### config.mk
export PLATFORM = sky130hd
export DESIGN_NAME = anton_neopixel_decoder_flat
export DESIGN_NICKNAME = d
export VERILOG_FILES = /design/src/rtl/anton_neopixel_pkg.sv /design/src/rtl/anton_neopixel_decoder_if.sv /design/src/rtl/anton_neopixel_line_sync.sv /design/src/rtl/anton_neopixel_decoder.sv /design/src/flat_wrapper.sv
export SDC_FILE = /design/constraint.sdc
export NUM_CORES = 1
export LEC_CHECK = 0
export CORE_UTILIZATION = 45
export DETAILED_ROUTE_END_ITERATION = 8
export GPL_TIMING_DRIVEN = 0
export PLACE_DENSITY_LB_ADDON = 0.3
export SLEW_MARGIN = 20
export SYNTH_ARGS = -nofsm -noshare
export SYNTH_HDL_FRONTEND = slang
export SYNTH_SLANG_ARGS = --single-unit
### constraint.sdc
create_clock -name clk7mhz -period 2.35 [get_ports clk7mhz]
set_input_delay 0.3525 -clock clk7mhz [delete_from_list [all_inputs] [get_ports clk7mhz]]
set_output_delay 0.3525 -clock clk7mhz [all_outputs]
set_load 0.02 [all_outputs]
### src/rtl/anton_neopixel_pkg.sv
// Shared NeoPixel decoder types: line-state encoding, default WS2812 tick constants at 7MHz.
// Also holds the 24-to-8 bit collapse that undoes the team's 8-bit pixel expansion.
package anton_neopixel_pkg;

  typedef enum logic [1:0] {
    ST_RESYNC = 2'd0,
    ST_IDLE   = 2'd1,
    ST_HIGH   = 2'd2,
    ST_LOW    = 2'd3
  } neo_state_t;

  localparam int NEO_PIXEL_BITS     = 24;
  localparam int NEO_PIXELS_MAX     = 66;
  localparam int NEO_RESET_DELAY    = 350;
  localparam int NEO_ONE_MIN_TICKS  = 4;
  localparam int NEO_HIGH_MAX_TICKS = 7;

  function automatic logic [7:0] neo_collapse8(input logic [NEO_PIXEL_BITS-1:0] w);
    return {w[17], w[18], w[1], w[2], w[3], w[9], w[10], w[11]};
  endfunction

endpackage

### src/rtl/anton_neopixel_decoder_if.sv
// Pixel output channel of the decoder: valid/ready handshake carrying pixel data and frame index.
// Master (decoder) holds data stable while valid && !ready; pixelData8 exists only with NEO_DECODER_8BIT_EN.
interface anton_neopixel_decoder_if
  import anton_neopixel_pkg::*;
#(
  parameter int PIXELS_MAX = NEO_PIXELS_MAX
);
  localparam int IDX_W = $clog2(PIXELS_MAX);

  logic                      pixelValid;
  logic                      pixelReady;
  logic [NEO_PIXEL_BITS-1:0] pixelData;
  logic [IDX_W-1:0]          pixelIndex;
`ifdef NEO_DECODER_8BIT_EN
  logic [7:0]                pixelData8;

  modport master (output pixelValid, pixelData, pixelIndex, pixelData8, input pixelReady);
  modport slave  (input pixelValid, pixelData, pixelIndex, pixelData8, output pixelReady);
`else
  modport master (output pixelValid, pixelData, pixelIndex, input pixelReady);
  modport slave  (input pixelValid, pixelData, pixelIndex, output pixelReady);
`endif

endinterface

### src/rtl/anton_neopixel_line_sync.sv
// Two-flop synchronizer for the asynchronous WS2812 line plus registered-previous edge detect.
// Latency: 2 cycles to line_sync, edges valid in the same cycle as line_sync; no backpressure.
module anton_neopixel_line_sync (
  input  logic clk7mhz,
  input  logic reset,
  input  logic line_raw,
  output logic line_sync,
  output logic rise,
  output logic fall
);

  logic meta_q;
  logic sync_q;
  logic prev_q;

  always_ff @(posedge clk7mhz) begin
    if (reset) begin
      meta_q <= 1'b0;
      sync_q <= 1'b0;
      prev_q <= 1'b0;
    end else begin
      meta_q <= line_raw;
      sync_q <= meta_q;
      prev_q <= sync_q;
    end
  end

  assign line_sync = sync_q;
  assign rise      = sync_q & ~prev_q;
  assign fall      = ~sync_q & prev_q;

endmodule

### src/rtl/anton_neopixel_decoder.sv
// WS2812 serial decoder: pulse-width bit decode, 24-bit pixel assembly, frame detect; pixel out one cycle after its last bit.
// One-deep output register; a pixel completing while the previous one is unaccepted is dropped and sets sticky overflow. Optional NEO_DECODER_8BIT_EN adds pixelData8.
module anton_neopixel_decoder
  import anton_neopixel_pkg::*;
#(
  parameter int PIXELS_MAX     = NEO_PIXELS_MAX,
  parameter int RESET_DELAY    = NEO_RESET_DELAY,
  parameter int ONE_MIN_TICKS  = NEO_ONE_MIN_TICKS,
  parameter int HIGH_MAX_TICKS = NEO_HIGH_MAX_TICKS
) (
  input  logic                           clk7mhz,
  input  logic                           reset,
  input  logic                           neoData,
  anton_neopixel_decoder_if.master       pix,
  output logic                           frameDone,
  output logic [$clog2(PIXELS_MAX):0]    frameCount,
  output logic                           errPulse,
  output logic                           overflow
);

  localparam int IDX_W  = $clog2(PIXELS_MAX);
  localparam int PCNT_W = IDX_W + 1;
  localparam int CNT_W  = $clog2(RESET_DELAY + 1);

  localparam logic [CNT_W-1:0]  RST_VAL  = CNT_W'(RESET_DELAY);
  localparam logic [CNT_W-1:0]  ONE_VAL  = CNT_W'(ONE_MIN_TICKS);
  localparam logic [CNT_W-1:0]  HMAX_VAL = CNT_W'(HIGH_MAX_TICKS);
  localparam logic [PCNT_W-1:0] PMAX_VAL = PCNT_W'(PIXELS_MAX);

  logic line_sync;
  logic rise;
  logic fall;

  anton_neopixel_line_sync u_line_sync (
    .clk7mhz   (clk7mhz),
    .reset     (reset),
    .line_raw  (neoData),
    .line_sync (line_sync),
    .rise      (rise),
    .fall      (fall)
  );

  neo_state_t                state_q, state_d;
  logic [CNT_W-1:0]          tick_q, tick_d, tick_inc;
  logic [4:0]                bit_cnt_q, bit_cnt_d;
  logic [NEO_PIXEL_BITS-1:0] shreg_q, shreg_d, px_word;
  logic [PCNT_W-1:0]         pix_cnt_q, pix_cnt_d;
  logic                      new_bit;
  logic                      px_done;
  logic                      px_emit;
  logic                      frame_end;
  logic                      err_d;

  assign tick_inc = tick_q + 1'b1;
  assign new_bit  = (tick_q >= ONE_VAL);
  // First wire bit ends up in bit 0 after 24 right shifts.
  assign px_word  = {new_bit, shreg_q[NEO_PIXEL_BITS-1:1]};
  assign px_emit  = px_done && (pix_cnt_q < PMAX_VAL);

  always_ff @(posedge clk7mhz) begin
    if (reset) begin
      state_q   <= ST_RESYNC;
      tick_q    <= '0;
      bit_cnt_q <= '0;
      shreg_q   <= '0;
      pix_cnt_q <= '0;
    end else begin
      state_q   <= state_d;
      tick_q    <= tick_d;
      bit_cnt_q <= bit_cnt_d;
      shreg_q   <= shreg_d;
      pix_cnt_q <= pix_cnt_d;
    end
  end

  always_comb begin
    state_d   = state_q;
    tick_d    = tick_q;
    bit_cnt_d = bit_cnt_q;
    shreg_d   = shreg_q;
    pix_cnt_d = pix_cnt_q;
    px_done   = 1'b0;
    frame_end = 1'b0;
    err_d     = 1'b0;

    case (state_q)
      ST_RESYNC: begin
        if (line_sync) begin
          tick_d = '0;
        end else if (tick_inc == RST_VAL) begin
          state_d   = ST_IDLE;
          tick_d    = '0;
          bit_cnt_d = '0;
          shreg_d   = '0;
          pix_cnt_d = '0;
        end else begin
          tick_d = tick_inc;
        end
      end

      ST_IDLE: begin
        if (rise) begin
          state_d = ST_HIGH;
          tick_d  = CNT_W'(1);
        end
      end

      ST_HIGH: begin
        if (fall) begin
          state_d = ST_LOW;
          tick_d  = CNT_W'(1);
          shreg_d = px_word;
          if (bit_cnt_q == 5'd23) begin
            bit_cnt_d = '0;
            px_done   = 1'b1;
            pix_cnt_d = (pix_cnt_q == '1) ? pix_cnt_q : pix_cnt_q + 1'b1;
          end else begin
            bit_cnt_d = bit_cnt_q + 1'b1;
          end
        end else if (tick_inc == HMAX_VAL) begin
          // Illegal pulse: drop the partial pixel and wait for a full reset gap.
          err_d     = 1'b1;
          state_d   = ST_RESYNC;
          tick_d    = '0;
          bit_cnt_d = '0;
          shreg_d   = '0;
        end else begin
          tick_d = tick_inc;
        end
      end

      ST_LOW: begin
        if (rise) begin
          state_d = ST_HIGH;
          tick_d  = CNT_W'(1);
        end else if (tick_inc == RST_VAL) begin
          frame_end = 1'b1;
          err_d     = (bit_cnt_q != '0);
          state_d   = ST_IDLE;
          tick_d    = '0;
          bit_cnt_d = '0;
          shreg_d   = '0;
          pix_cnt_d = '0;
        end else begin
          tick_d = tick_inc;
        end
      end

      default: begin
        state_d = ST_RESYNC;
        tick_d  = '0;
      end
    endcase
  end

  always_ff @(posedge clk7mhz) begin
    if (reset) begin
      pix.pixelValid <= 1'b0;
      pix.pixelData  <= '0;
      pix.pixelIndex <= '0;
`ifdef NEO_DECODER_8BIT_EN
      pix.pixelData8 <= '0;
`endif
      frameDone      <= 1'b0;
      frameCount     <= '0;
      errPulse       <= 1'b0;
      overflow       <= 1'b0;
    end else begin
      frameDone <= frame_end;
      errPulse  <= err_d;
      if (frame_end) begin
        frameCount <= pix_cnt_q;
      end

      if (pix.pixelValid && pix.pixelReady) begin
        pix.pixelValid <= 1'b0;
      end

      if (px_emit) begin
        if (!pix.pixelValid || pix.pixelReady) begin
          pix.pixelValid <= 1'b1;
          pix.pixelData  <= px_word;
          pix.pixelIndex <= pix_cnt_q[IDX_W-1:0];
`ifdef NEO_DECODER_8BIT_EN
          pix.pixelData8 <= neo_collapse8(px_word);
`endif
        end else begin
          overflow <= 1'b1;
        end
      end
    end
  end

endmodule
### src/flat_wrapper.sv
// flat-port wrapper written by rule: the top's interface ports become plain ports
module anton_neopixel_decoder_flat import anton_neopixel_pkg::*;
#(
  parameter int PIXELS_MAX     = NEO_PIXELS_MAX,
  parameter int RESET_DELAY    = NEO_RESET_DELAY,
  parameter int ONE_MIN_TICKS  = NEO_ONE_MIN_TICKS,
  parameter int HIGH_MAX_TICKS = NEO_HIGH_MAX_TICKS
)
  (clk7mhz, reset, neoData, frameDone, frameCount, errPulse, overflow, pix_pixelValid, pix_pixelData, pix_pixelIndex, pix_pixelReady);
  anton_neopixel_decoder_if #(.PIXELS_MAX(PIXELS_MAX)) pix_i ();
  input  logic clk7mhz;
  input  logic reset;
  input  logic neoData;
  output logic frameDone;
  output logic [$clog2(PIXELS_MAX):0] frameCount;
  output logic errPulse;
  output logic overflow;
  output wire logic [$bits(pix_i.pixelValid)-1:0] pix_pixelValid;
  output wire logic [$bits(pix_i.pixelData)-1:0] pix_pixelData;
  output wire logic [$bits(pix_i.pixelIndex)-1:0] pix_pixelIndex;
  input wire logic [$bits(pix_i.pixelReady)-1:0] pix_pixelReady;
  assign pix_pixelValid = pix_i.pixelValid;
  assign pix_pixelData = pix_i.pixelData;
  assign pix_pixelIndex = pix_i.pixelIndex;
  assign pix_i.pixelReady = pix_pixelReady;
  anton_neopixel_decoder #(.PIXELS_MAX(PIXELS_MAX), .RESET_DELAY(RESET_DELAY), .ONE_MIN_TICKS(ONE_MIN_TICKS), .HIGH_MAX_TICKS(HIGH_MAX_TICKS)) u_core (.clk7mhz(clk7mhz), .reset(reset), .neoData(neoData), .pix(pix_i), .frameDone(frameDone), .frameCount(frameCount), .errPulse(errPulse), .overflow(overflow));
endmodule
==> results of run 1 <==
==> cell families (layout without fill, tap and decap cells) <==
kind of cell / count (synthesis) / in the layout / synth area share
buffers and inverters: 37 / 108 / 0.04485
xor gates and xnor gates: 3 / 3 / 0.006588
DFF: 93 / 93 / 0.4668
AOI/OAI and AO/OA: 116 / 116 / 0.2124
adders and majority gates: 7 / 7 / 0.02196
and+or+nand+nor: 178 / 178 / 0.2183
muxes: 11 / 11 / 0.02917
==> state kept, by name (all words and copies together) (netlist names), 2 cells and up <==
signal	flops
u_core.shreg_q	23
u_core.frameCount	8
u_core.state_q	2
u_core.pix_cnt_q	8
u_core.bit_cnt_q	5
u_core.tick_q	9
u_core.pix.pixelIndex	7
u_core.pix.pixelData	24
==> layout make-up <==
class,instances,area (um^2)
sequential,93,1869
multi-input combinational,315,2032
clock buffer,10,137.6
tap,105,131.4
inverter,9,33.78
buffer,28,155.1
timing repair buffer,55,523.0
fill,739,3447
clock inverter,6,52.55
==> stage by stage <==
step / area, um^2 / instances / setup TNS, ns / setup slack, ns
CTS: 4820 / 615 / 0 / 0.003263
floorplan: 3989 / 445 / 0 / 0.01621
global placement: 4571 / 595 / -5.970 / -0.2181
global route: 4935 / 621 / -0.6822 / -0.04587
detailed placement: 4571 / 595 / -7.023 / -0.2464
finish: 4935 / 621 / 0 / 0.02977
==> layer usage <==
layer | up-vias | track usage | share of wire
met5 | - | 0 | 0
met4 | 0 | 0.06965 | 0.0085
met3 | 9 | 0.04028 | 0.049
met2 | 102 | 0.3156 | 0.47
met1 | 1630 | 0.2706 | 0.47
li1 | 1726 | - | -
==> placed cells by master, fill, tap and decap left out, types with 3 or more instances in the layout <==
cell / Yosys / final
dfxtp_1: 93 / 91
nand2_1: 81 / 81
clkdlybuf4s50_1: 0 / 45
a21oi_1: 43 / 42
nor2_1: 28 / 28
a22o_1: 26 / 26
buf_4: 6 / 16
clkbuf_1: 17 / 11
nand3_1: 11 / 11
clkbuf_8: 0 / 10
inv_1: 9 / 9
mux2i_1: 8 / 8
nand2b_1: 7 / 7
nor3_1: 8 / 7
o31ai_1: 8 / 7
clkbuf_2: 0 / 6
ha_1: 7 / 6
and3_1: 5 / 5
o21ai_0: 5 / 5
or4_1: 6 / 5
a211o_1: 4 / 4
nor2b_1: 5 / 4
nor4_1: 4 / 4
and3b_1: 3 / 3
a32oi_1: 3 / 3
a31oi_1: 3 / 3
nand4_1: 3 / 3
a21o_1: 3 / 3
or3_1: 4 / 3
==> critical path, cell delays in order (launching register included) <==
cell,delay (ns)
dfxtp_4,0.40
ha_4,0.17
nand4_4,0.08
or3_4,0.39
a211oi_4,0.35
a31oi_4,0.16
buf_6,0.16
or4_4,0.41
a21oi_2,0.12
==> repair_timing <==
item	4_1_cts	5_1_grt
setup endpoints to repair	48	62
resized for setup	7	29
gates cloned	0	1
buffers inserted	4	5
pin swaps	3	9
==> report_power, final <==
group / internal (mW) / leakage [nW] / switching, mW
combinational: 0.0375 / 0.878 / 0.0657
clock: 0.430 / 0.0914 / 0.606
sequential: 1.58 / 0.751 / 0.00891
total: 2.05 / 1.72 / 0.681
==> worst paths after layout <==
check,endpoint,depth (start not counted),slack (ns)
worst max-delay path,u_core.pix_cnt_q[7],8,0.03
worst min-delay path,u_core.u_line_sync.line_sync,1,0.45
worst max register to register,u_core.pix_cnt_q[7],8,0.03
worst min register to register,u_core.u_line_sync.line_sync,1,0.45
==> flow_metrics.tcl, run 1 <==
set metrics [dict create \
    worstMarginPinSlew_ns 0.9592 \
    antennaDiodeCount 0 \
    root_buffer "clkbuf_8" \
    hold_buffers 0 \
    slew_headroom 0.3556 \
    power.leakage_nw 1.720 \
    synth_top_cell_area_share 0.4668 \
    syn_nets 456 \
    cts_buffer_depth 2 \
    port_buffers 45 \
    skew_ns 0.01034 \
    clk_latency_ns 0.36 \
    clock_sinks 93 \
    grt_setup_unrepaired "true" \
    synth_area_leader_cell "dfxtp_1" \
    ys.flop_type "dfxtp_1" \
    worst-setup-path-type "flop to flop" \
    first_pass_iters 4 \
    holdWs_ns 0.4519 \
    area_growth_pct 23.71 \
    avgSynthCellArea_um2 8.964 \
    antenna_found_initial 0 \
    wl_um 8857 \
    grt.total_usage 0.2000 \
    cts_tree "done" \
    dr_total_vias 3467 \
    period_minus_slack_ns 2.320 \
    final-setup-viol-count 0 \
    crit_path_start_kind "flop" \
    cts_buffers 9 \
    nets 522 \
    placementRows 33 \
    drc_errors 0 \
    synth_edf_count 0 \
    ir_drop_mv 0.4228 \
    post-dp-hpwl_um 6181 \
    critPathLaunch "u_core.tick_q[1]" \
    ys_async_sr_fraction 0 \
    gp_congestion 0.9193 \
    power_density_mw_per_mm2 553.2 \
    grt_pass1_vias 2977 \
    yosys-top-cells-area "dfxtp_1 (47%), nand2_1 (7.6%), a22o_1 (5.7%)" \
    first_iter_violations 204 \
    ys_seq_elements 93 \
    grt_max_degree 18 \
    drive_gt1_frac 0.1298 \
    total_power_mw 2.730 \
    slew_violations 0 \
    overflow 0 \
    wl_per_cell_um 14.26 \
    hp-class "flop to flop" \
    hold_viol 0 \
    ys_seq_area_frac 0.4668 \
    end_kind "flop" \
    initial_utilization 0.4759 \
    yosysUniqueCellTypes 62 \
    fin_util 0.5887 \
    synth_area_mm2 0.003989 \
    h-tree-depth 3 \
    floorplan.die.height_um 96.15 \
    max_cap_violations 0 \
    die_area_mm2 0.009245 \
    synth.most_common_cell "dfxtp_1" \
    cp.arrival_ns 2.62 \
    ios 47 \
    crit_path_max_fanout 6 \
    grt_pass1_wl_um 14260 \
    period_share 0.9873 \
    clk_transition_reported_paths_ns 0.10 \
    r2r-start "u_core.tick_q[1]" \
    yosys_warnings 0 \
    worstHoldStart "u_core.u_line_sync.meta_q" \
    syn-instance-count 445 \
    ant_nets 0 \
    die_w_um 96.15 \
    worstPathRequired_ns 2.65 \
    via_per_inst 5.583 \
    status "finished, final reports clean" \
    clock.fmax_mhz 431.0 \
    netlist_top_cells_count "dfxtp_1 (93), nand2_1 (81), a21oi_1 (43)" \
    core_mm2 0.008382 \
]
No activity file was read; power rests on OpenSTA's default activity.
==> run 2, diff against run 1 <==
==> constraint.sdc (replaced) <==
create_clock -name clk7mhz -period 1.9 [get_ports clk7mhz]
set_input_delay 0.285 -clock clk7mhz [delete_from_list [all_inputs] [get_ports clk7mhz]]
set_output_delay 0.285 -clock clk7mhz [all_outputs]
set_load 0.02 [all_outputs]
==> run 2 against run 1 <==
Compared with the run above: largest power group unchanged; clock skew rose by 0.0029 ns; critical path depth rose by 1; fmax fell by 0.11%; critical endpoint unchanged; the run now ends with setup timing left; largest cell class unchanged.
==> flow_metrics.tcl, run 2 (synthesis results as in run 1) <==
set metrics [dict create \
    antennaDiodeCount 0 \
    cts_tree "done" \
    first_iter_violations 145 \
    period_minus_slack_ns 2.323 \
    slew_violations 0 \
    ios 47 \
    grt_pass1_vias 3163 \
    clock.fmax_mhz 430.5 \
    ir_drop_mv 0.2942 \
    layout_commonest_cell "dfxtp_1" \
    first_pass_iters 4 \
    r2r-start "u_core.tick_q[1]" \
    placementRows 33 \
    slew_headroom 0.2622 \
    dr_total_vias 3572 \
    die_area_mm2 0.009245 \
    skew_ns 0.01328 \
    regMostFlops "u_core.pix.pixelData" \
    ant_nets 0 \
    grt_max_degree 18 \
    wl_per_cell_um 15.07 \
    hold_viol 0 \
    seq_area_mm2 0.001878 \
    nets 537 \
    hp-class "flop to flop" \
    drive_gt1_frac 0.2260 \
    final-setup-viol-count 64 \
    max_cap_violations 0 \
    wl_um 9586 \
    grt.total_usage 0.2168 \
    post-dp-hpwl_um 6156 \
    port_buffers 45 \
    power_density_mw_per_mm2 642.0 \
    root_buffer "clkbuf_8" \
    end_kind "flop" \
    clock_sinks 93 \
    fin_cells 636 \
    crit_path_max_fanout 7 \
    cts_buffers 9 \
    h-tree-depth 3 \
    grt_pass1_wl_um 15310 \
    worstPathRequired_ns 2.21 \
    via_per_inst 5.616 \
    overflow 0 \
    reg_top3 "u_core.pix.pixelData (24), u_core.shreg_q (23), u_core.tick_q (9)" \
    clk_transition_reported_paths_ns 0.10 \
    die_w_um 96.15 \
    cts_buffer_depth 2 \
    clk_latency_ns 0.37 \
    worst-setup-path-type "flop to flop" \
    drc_errors 0 \
    largest_reg_flops 24 \
    tns_ns -15.98 \
    dp_cells 595 \
    critPathLaunch "u_core.tick_q[1]" \
    hold_buffers 0 \
    power.leakage_nw 1.882 \
    core_mm2 0.008382 \
    worstHoldStart "u_core.u_line_sync.meta_q" \
    antenna_found_initial 0 \
    violations "setup timing" \
    fin_ws_ns -0.4227 \
    grt_setup_unrepaired "true" \
    mostFrequentLayoutCells "dfxtp_1 (86), nand2_1 (81), clkdlybuf4s50_1 (45), a21oi_1 (39), a22o_1 (26)" \
    initial_utilization 0.4759 \
    area_growth_pct 34.28 \
    status "finished with violations" \
    gp_congestion 0.9031 \
    multi_input_area_mm2 0.002230 \
    num-fill-cells 689 \
    cp.arrival_ns 2.64 \
    floorplan.die.height_um 96.15 \
    period_share 1.222 \
    crit_path_start_kind "flop" \
    worstMarginPinSlew_ns 1.098 \
]
## run 2: stage by stage
stage / setup slack, ns / hold WS, ns / util / instance area, um^2 / total power [mW]
CTS: -0.4190 / 0.4542 / 0.6223 / 5216 / 3.440
detailed placement: -0.4812 / 0.4279 / 0.5516 / 4623 / 2.133
finish: -0.4227 / 0.4474 / 0.6391 / 5356 / 3.439
global route: -0.4874 / 0.4637 / 0.6391 / 5356 / 3.563
global placement: -0.4706 / 0.4240 / 0.5516 / 4623 / 2.130
floorplan: -0.2872 / 0.4132 / - / 4041 / 2.098
## run 2: final cells by class
type                       instances  area share
multi-input combinational        315      0.4163
sequential                        93      0.3506
timing repair buffer              71      0.1271
buffer                            27     0.03971
clock buffer                      10     0.02569
tap                              105     0.02453
clock inverter                     6    0.009811
inverter                           9    0.006307
## run 2: where the power goes
part	switching (mW)	internal, mW
Clock	0.755	0.532
Combinational	0.107	0.0828
Sequential	0.00839	1.95
## run 2: worst max-delay path: stages (launching register included)
cell and delay, ns:
dfxtp_4 0.38, ha_4 0.18, nand4_4 0.10, or3_4 0.36, a211oi_4 0.27, buf_6 0.15, a31oi_4 0.11, buf_6 0.17
or4_4 0.42, a21oi_2 0.12
## run 2: repair_timing
action	in CTS	in global routing
gates resized for setup	58	31
gates cloned	2	0
buffers inserted	20	5
pin swaps	48	6
endpoints found under the setup margin	87	88
## run 2: worst paths after layout
check,to,slack [ns],depth (start not counted)
setup reg to reg,u_core.pix_cnt_q[7],-0.42,9
hold reg to reg,u_core.u_line_sync.line_sync,0.45,1
setup / recovery,u_core.pix_cnt_q[7],-0.42,9
hold / removal,u_core.u_line_sync.line_sync,0.45,1
## run 2: per-layer routing
metal,wire [um],GRT usage,part of all wire,up-vias
met5,0,0,0,-
met4,174,0.09950,0.018,0
met3,427,0.03081,0.045,17
met2,4583,0.3404,0.48,98
met1,4401,0.2932,0.46,1687
li1,-,-,-,1770
==> run 3, diff against run 2 <==
--- a/config.mk
+++ b/config.mk
@@ -13,3 +13,4 @@
 export SYNTH_ARGS = -nofsm -noshare
 export SYNTH_HDL_FRONTEND = slang
 export SYNTH_SLANG_ARGS = --single-unit
+export TNS_END_PERCENT = 10
==> run 3 against run 2 <==
Compared with the run above: combinational power fell by 13%; the flow still finishes with violations (setup timing); worst setup slack improved by 0.088 ns; clock skew barely moved; non-clock buffer count fell by 5; critical path type unchanged.
==> flow_metrics.tcl, run 3 (synthesis results as in run 1) <==
set metrics [dict create \
    ant_nets 0 \
    power.leakage_nw 1.861 \
    gp_congestion 0.8714 \
    grt_pass1_wl_um 15190 \
    final-setup-viol-count 57 \
    port_buffers 45 \
    grt_max_degree 19 \
    cts_tree "done" \
    p_int_mw 2.531 \
    worst-setup-path-type "flop to flop" \
    period_minus_slack_ns 2.235 \
    num-fill-cells 684 \
    crit_path_start_kind "flop" \
    first_iter_violations 226 \
    h-tree-depth 3 \
    status "finished with violations" \
    cts_buffers 9 \
    regToRegEndpoint "u_core.errPulse" \
    first_pass_iters 5 \
    grt-busiest-layer "met2" \
    cts_buffer_depth 2 \
    power_density_mw_per_mm2 647.6 \
    area_growth_pct 31.84 \
    nets 532 \
    hold_buffers 0 \
    hold_viol 0 \
    max_cap_violations 0 \
    clk_transition_reported_paths_ns 0.10 \
    fin_ws_ns -0.3352 \
    gr-usage-met1 0.2806 \
    switching_share 0.2569 \
    crit_path_max_fanout 9 \
    via_per_inst 5.707 \
    layout_commonest_cell "dfxtp_1" \
    slew_violations 0 \
    drive_gt1_frac 0.2167 \
    hp-class "flop to flop" \
    root_buffer "clkbuf_8" \
    worstHoldStart "u_core.u_line_sync.meta_q" \
    die_w_um 96.15 \
    ir_drop_mv 0.4741 \
    initial_utilization 0.4759 \
    dpl-instance-area_mm2 0.004611 \
    r2r-start "u_core.tick_q[2]" \
    cp.arrival_ns 2.52 \
    violations "setup timing" \
    clockPowerShare 0.375 \
    slew_headroom 0.4086 \
    holdWs_ns 0.4546 \
    ff2ff_path_depth 9 \
    wl_um 9676 \
    wl_per_cell_um 15.33 \
    min_path_cells 1 \
    reg2reg_setup_slack_ns -0.34 \
    mostFrequentLayoutCells "dfxtp_1 (85), nand2_1 (81), clkdlybuf4s50_1 (45), a21oi_1 (40), a22o_1 (26)" \
    floorplan.die.height_um 96.15 \
    end_kind "flop" \
    dr_total_vias 3601 \
    preCtsSetupSlack_ns -0.5170 \
    switching_power_mw 0.8748 \
    antennaDiodeCount 0 \
    die_area_mm2 0.009245 \
    clock_sinks 93 \
    skew_ns 0.01362 \
    tns_ns -14.76 \
    grt_pass1_vias 3176 \
    hold_path_end "u_core.u_line_sync.line_sync" \
    final_area_mm2 0.005259 \
    p_comb_frac 0.049 \
    core_mm2 0.008382 \
    grt_setup_unrepaired "true" \
    fin_util 0.6274 \
    ios 47 \
    gr-usage-met3 0.04028 \
    drc_errors 0 \
    overflow 0 \
    period_share 1.176 \
    use_met2 0.3457 \
    largest_reg_flops 24 \
    clk_latency_ns 0.37 \
    worstPathRequired_ns 2.18 \
    post-dp-hpwl_um 6192 \
    worstMarginPinSlew_ns 0.8778 \
    regMostFlops "u_core.pix.pixelData" \
    p_seq_frac 0.577 \
    grt.total_usage 0.2135 \
    placementRows 33 \
    antenna_found_initial 0 \
    clock.fmax_mhz 447.4 \
    reg_top3 "u_core.pix.pixelData (24), u_core.shreg_q (23), u_core.tick_q (9)" \
]
[run 3: timing repair]
action | 4_1_cts | 5_1_grt
pin swaps | 22 | 37
gates resized for setup | 45 | 45
cloned | 1 | 1
buffers inserted | 14 | 4
endpoints found under the setup margin | 87 | 87
[run 3: final cells by class]
| type | instances | area [um^2] | area share |
|---|---|---|---|
| Inverter | 9 | 33.78 | 0.006424 |
| Clock inverter | 7 | 67.56 | 0.01285 |
| Multi-Input combinational cell | 315 | 2191 | 0.4166 |
| Timing Repair Buffer | 65 | 619.3 | 0.1178 |
| Sequential cell | 93 | 1877 | 0.3569 |
| Tap cell | 105 | 131.4 | 0.02498 |
| Clock buffer | 9 | 123.9 | 0.02355 |
| Buffer | 28 | 215.2 | 0.04092 |
[run 3: routing by layer]
metal,share of wire,vias to the layer above
met2,0.48,145
met4,0.022,0
li1,-,1755
met1,0.44,1675
met5,0,-
met3,0.059,26
[run 3: critical path, cell delays in order (launching register included)]
cell	delay (ns)
dfxtp_1	0.32
buf_4	0.17
nand3_1	0.21
xnor2_1	0.38
o211ai_1	0.20
buf_4	0.19
nor3_4	0.21
buf_6	0.17
a32oi_1	0.06
nor3b_2	0.24
[run 3: worst max-delay path by stage]
stage,start,to,slack [ns],depth (start not counted)
global placement,u_core.tick_q[0],u_core.shreg_q[2],-0.51,9
finish,u_core.tick_q[2],u_core.errPulse,-0.34,9
detailed placement,u_core.tick_q[0],u_core.shreg_q[5],-0.52,9
floorplan,u_core.tick_q[0],u_core.pix_cnt_q[7],-0.29,8
CTS,u_core.tick_q[0],u_core.pix_cnt_q[7],-0.37,8
global route,u_core.tick_q[2],u_core.shreg_q[15],-0.43,8
[run 3: power groups by stage]
stage                     registers (mW)  logic (mW)  clock network, mW
after floorplan                     2.01      0.0862                  0
after global placement              2.01       0.115                  0
after detailed placement            2.01       0.115                  0
after CTS                           1.96       0.148               1.31
after global routing                1.97       0.177               1.39
final                               1.96       0.166               1.28
[run 3: through the flow]
| step | power, mW | cells |
|---|---|---|
| after global placement | 2.128 | 595 |
| after CTS | 3.427 | 626 |
| after detailed placement | 2.129 | 595 |
| after floorplan | 2.097 | 445 |
| after global routing | 3.538 | 631 |
| final | 3.406 | 631 |
